`config.mk`:
```
export PLATFORM = sky130hd
export DESIGN_NAME = johnson_phase_sequencer
export DESIGN_NICKNAME = d
export VERILOG_FILES = /design/src/rtl/johnson_phase_sequencer.sv
export SDC_FILE = /design/constraint.sdc
export NUM_CORES = 1
export LEC_CHECK = 0
export BUFFER_PORTS_ARGS = -buffer_cell sky130_fd_sc_hd__buf_2
export CAP_MARGIN = 10
export CORE_UTILIZATION = 25
export DETAILED_ROUTE_END_ITERATION = 6
export PLACE_DENSITY = 0.55
export RECOVER_POWER = 100
export SYNTH_ARGS = -nofsm -noshare
export SYNTH_HDL_FRONTEND = slang
export SYNTH_SLANG_ARGS = --single-unit
```
`constraint.sdc`:
```
create_clock -name clk -period 1.8 [get_ports clk]
set_input_delay 0.18 -clock clk [delete_from_list [all_inputs] [get_ports clk]]
set_output_delay 0.18 -clock clk [all_outputs]
set_load 0.05 [all_outputs]
```
`src/rtl/johnson_phase_sequencer.sv`:
```
// Johnson (twisted-ring) phase sequencer: runs N full loops or free-runs,
// with hold/abort, one-hot phase decode and self-correction of illegal ring states.
module johnson_phase_sequencer #(
    parameter int unsigned WIDTH = 4,
    parameter int unsigned CNT_W = 8
) (
    input  logic                 clk,
    input  logic                 rst,
    input  logic                 start,
    input  logic [CNT_W-1:0]     loops,
    input  logic                 stop,
    input  logic                 hold,
    output logic [WIDTH-1:0]     q,
    output logic [2*WIDTH-1:0]   phase,
    output logic                 busy,
    output logic                 done,
    output logic                 wrap,
    output logic                 illegal
);

    localparam int unsigned PH_W = 2 * WIDTH;
    localparam logic [WIDTH-1:0] ALL_ONES = '1;
    localparam logic [WIDTH-1:0] MSB_ONLY = {1'b1, {(WIDTH-1){1'b0}}};

    typedef enum logic [1:0] {
        S_IDLE = 2'd0,
        S_RUN  = 2'd1,
        S_HOLD = 2'd2
    } state_t;

    state_t             r_state;
    logic [WIDTH-1:0]   r_q;
    logic [CNT_W-1:0]   r_rem;
    logic               r_busy;
    logic               r_done;
    logic               r_wrap;
    logic               r_illegal;

    state_t             w_state;
    logic [WIDTH-1:0]   w_q;
    logic [CNT_W-1:0]   w_rem;
    logic               w_done;
    logic               w_wrap;
    logic               w_illegal;
    logic [PH_W-1:0]    w_phase;
    logic               w_legal;

    // One-hot decode: low-ones patterns map to bits 0..WIDTH, high-ones to WIDTH+1..
    always_comb begin
        w_phase = '0;
        for (int i = 0; i <= int'(WIDTH); i++) begin
            w_phase[i] = (r_q == ~(ALL_ONES << i));
        end
        for (int j = 1; j < int'(WIDTH); j++) begin
            w_phase[int'(WIDTH) + j] = (r_q == (ALL_ONES << j));
        end
        w_legal = |w_phase;
    end

    // Next-state and next-output logic; priority stop > correction > hold > advance
    always_comb begin
        w_state   = r_state;
        w_q       = r_q;
        w_rem     = r_rem;
        w_done    = 1'b0;
        w_wrap    = 1'b0;
        w_illegal = r_illegal;

        if (stop) begin
            w_state = S_IDLE;
            w_q     = '0;
            w_rem   = '0;
        end else if (!w_legal) begin
            w_q       = '0;
            w_illegal = 1'b1;
        end else begin
            unique case (r_state)
                S_IDLE: begin
                    w_q = '0;
                    if (start) begin
                        w_state   = S_RUN;
                        w_rem     = loops;
                        w_illegal = 1'b0;
                    end
                end
                S_RUN: begin
                    if (hold) begin
                        w_state = S_HOLD;
                    end else begin
                        w_q = {r_q[WIDTH-2:0], ~r_q[WIDTH-1]};
                        if (r_q == MSB_ONLY) begin
                            w_wrap = 1'b1;
                            if (r_rem != '0) begin
                                w_rem = r_rem - CNT_W'(1);
                                if (r_rem == CNT_W'(1)) begin
                                    w_state = S_IDLE;
                                    w_done  = 1'b1;
                                end
                            end
                        end
                    end
                end
                S_HOLD: begin
                    if (!hold) begin
                        w_state = S_RUN;
                    end
                end
                default: begin
                    w_state = S_IDLE;
                    w_q     = '0;
                end
            endcase
        end
    end

    always_ff @(posedge clk or posedge rst) begin
        if (rst) begin
            r_state   <= S_IDLE;
            r_q       <= '0;
            r_rem     <= '0;
            r_busy    <= 1'b0;
            r_done    <= 1'b0;
            r_wrap    <= 1'b0;
            r_illegal <= 1'b0;
        end else begin
            r_state   <= w_state;
            r_q       <= w_q;
            r_rem     <= w_rem;
            r_busy    <= (w_state != S_IDLE);
            r_done    <= w_done;
            r_wrap    <= w_wrap;
            r_illegal <= w_illegal;
        end
    end

    assign q       = r_q;
    assign phase   = w_phase;
    assign busy    = r_busy;
    assign done    = r_done;
    assign wrap    = r_wrap;
    assign illegal = r_illegal;

endmodule

```
==> key figures <==
Synth
  • FF+latch count, synth: 18
  • Synth Warn #: 0
  • Top-area cell type share of the netlist area: 0.352
  • Synth unique cells: 37
  • Synth Area per Inst: around 8.9 sq um
  • Sequential area share after synthesis: 0.352
  • Synthesized area: roughly 1300 sq um
  • Leading area contributor after synthesis: dfrtp_1
  • Synthesized Nets: 160
  • Synth Instances: around 140
  • Area contributors post-synth: dfrtp_1 35%, nand2b_1 5.4%, nor2_1 5.0%, nor4_1 3.9%, o32ai_1 3.4%

Global route
  • Vias in the first global route: around 1200
  • GR Overflow Total: 0
  • Pin count of the biggest net entering global routing: 24
  • Global-route wire length before repair: between 5000 and 6000 um
  • Initial antenna violation count: 0
  • GRT Util Overall: 0.136

Layout
  • Fill cells: just over 500
  • Antenna fix cells: 0
  • Fin nets: ~220
  • Layout cells sized above 1: 0.415
  • Final core occ: 0.391
  • Non-Filler Instances: ~270
  • Area delta synth->final: 47.0%
  • Most common cell after layout, fill and taps aside: buf_4
  • Most frequent cells in the layout: 29 x buf_4, 21 x buf_2, 17 x nor2_1

Min path
  • Hold WC Path Type: in -> reg
  • Hold path cells: 3

Worst setup path
  • WS Path Type: reg -> reg
  • Critical path's largest stage delay: 0.46 ns
  • Worst Reg-to-Reg Cells: 4
  • Buf+Inv Stages, Crit Path: 0
  • Most frequent CP cell: mux2_4
  • CP max stage cell: or4_1
  • Crit path DAT: approximately 2.0 ns
  • Crit-path cells: mux2_4 -> mux2_4 -> or4_1 -> a31oi_1
  • Worst setup SP type: flip-flop
  • R2r setup slk: 0.01 ns
  • CP Max Fanout: 5
  • CP top delay family: multiplexers
  • WP depth: 4
  • Crit end category: flip-flop
  • Worst Path Required: 1.98 ns

Clocking
  • Worst-Skew Late Latency: 0.26 ns
  • Clock root buffer: clkbuf_8
  • H-tree depth: 1
  • CTS sink cnt: 18
  • CTS buffer count: 3
  • Reg clk slew, reported paths: 0.08 ns
  • CTS tree: built
  • Clock Path Buffers: 2

Timing
  • Slew of the pin with the lowest slew margin: roughly 1.0 ns
  • Period utilization: 0.992
  • Slew headroom: 0.336
  • Final setup viols: 0
  • Hold_ws: between 0.2 and 0.3 ns
  • Final-report hold violation count: 0
  • Slew Viols, Final: 0
  • RSZ-0062 raised after global routing: yes
  • Max Freq: about 0.56 GHz
  • Clk_skew: around 0.0062 ns
  • Tmin final: about 1.8 ns

Place
  • Final HPWL from detailed placement: roughly 2500 um
  • Cells after DPL: ~260
  • GPL Wtd Cong: 0.754
  • Port buffer count: 28

Die
  • Die area: between 5000 and 6000 sq um
  • Area of the core: approximately 4800 sq um
  • Core Rows: 25
  • Initial core utilization: 0.266
  • DIE HEIGHT: about 74 um
  • Die width: about 74 um
  • I/O pins: 29

Route
  • Antenna Nets Post-Route: 0
  • Initial DRC Count: roughly 120
  • WL final: 3650 um
  • Overall via count from detail_route: 1299
  • Routed wire per std cell: between 10 and 15 um
  • 1st-pass router iterations: 4
  • Via density per instance: a little under 5
  • Residual DRC count: 0

Power and ir drop
  • Tot Pwr: ~1.3 mW
  • Pwr per Cell Area: just over 700 nW/um^2
  • Max VDD drop: approximately 0.28 mV
  • Leak pwr: 0.818 nW

Job
  • Max cap viols: 0

Outcome
  • Status: complete, no violations
-- routing by layer --
metal / share of wire / vias to the layer above / global-route usage
met3: 0.022 / 7 / 0.0178
met1: 0.46 / 616 / 0.194
met5: 0 / - / 0
met4: 0.011 / 0 / 0.0321
li1: - / 645 / -
met2: 0.50 / 31 / 0.216
-- per-stage QoR --
stage | area (sq um) | setup slack, ns | TNS (ns)
floorplan | 1350 | -0.676 | -6.88
global placement | 1710 | -0.000283 | -0.000283
detailed placement | 1710 | -0.0192 | -0.0620
CTS | 1790 | -0.0112 | -0.0188
global route | 1880 | -0.0820 | -0.304
finish | 1880 | 0.0144 | 0
-- timing repair --
action                     CTS  global route
hold buffers                 1             0
hold endpoints to repair    18             0
setup endpoints to repair    7             8
setup buffers                1             6
pin swaps                    6             5
gates resized for setup      3            14
-- power breakdown --
part / internal [mW] / leakage (nW) / switching (mW)
logic: 0.250 / 0.551 / 0.272
registers: 0.435 / 0.238 / 0.0321
clock network: 0.195 / 0.0288 / 0.150
total: 0.879 / 0.818 / 0.454
-- synth_stat cells, drive strengths merged --
library cell	instances
nor2b	2
a211oi	3
a31oi	1
a32oi	1
a21o	1
nand2	6
and4	1
dfrtp	18
mux2i	4
o31ai	1
and3	1
a21boi	1
o32ai	5
ha	3
o21ai	6
mux2	2
nand3b	1
nand2b	11
nor4	8
a21oi	7
or4	3
inv	5
a311o	1
nor3	7
nand4b	1
a22oi	6
clkbuf	6
nor3b	5
nor2	17
nor4b	2
buf	6
or3	2
-- sequential cells by signal, indices dropped and copies added, names as in the netlist --
register / count
wrap: 1
r_state: 2
q: 4
busy: 1
illegal: 1
r_rem: 8
done: 1
-- layout make-up --
cell class | count | area [sq um] | area share
clock buffer | 4 | 55.1 | 0.0293
inverter | 5 | 18.8 | 0.00997
multi-input combinational | 109 | 872 | 0.463
sequential | 18 | 455 | 0.242
tap | 67 | 83.8 | 0.0445
timing repair buffer | 64 | 397 | 0.211
-- final timing paths --
check	startpoint	endpoint
setup / recovery	q[0]	r_rem[0]
hold / removal	hold	r_state[1]
hold reg to reg	illegal	illegal
setup reg to reg	q[0]	r_rem[0]
min in group asynchronous	rst	r_rem[7]
max in group asynchronous	rst	q[1]
-- cell families (layout without fill, tap and decap cells) --
logic type	after synthesis	count (layout)	share of synthesized area
AO/OA/AOI/OAI	33	33	0.179
adder cells (fa/ha/maj)	3	3	0.0293
buffers and inverters	17	73	0.0772
flip-flops	18	18	0.352
multiplexers	6	6	0.0547
AND/OR/NAND/NOR	67	67	0.308
-- worst min-delay path, cell delays in order --
cell and delay (ns):
buf_2 0.14, nand2b_1 0.07, o21ai_0 0.07
Power figures use the tool's default switching activity.
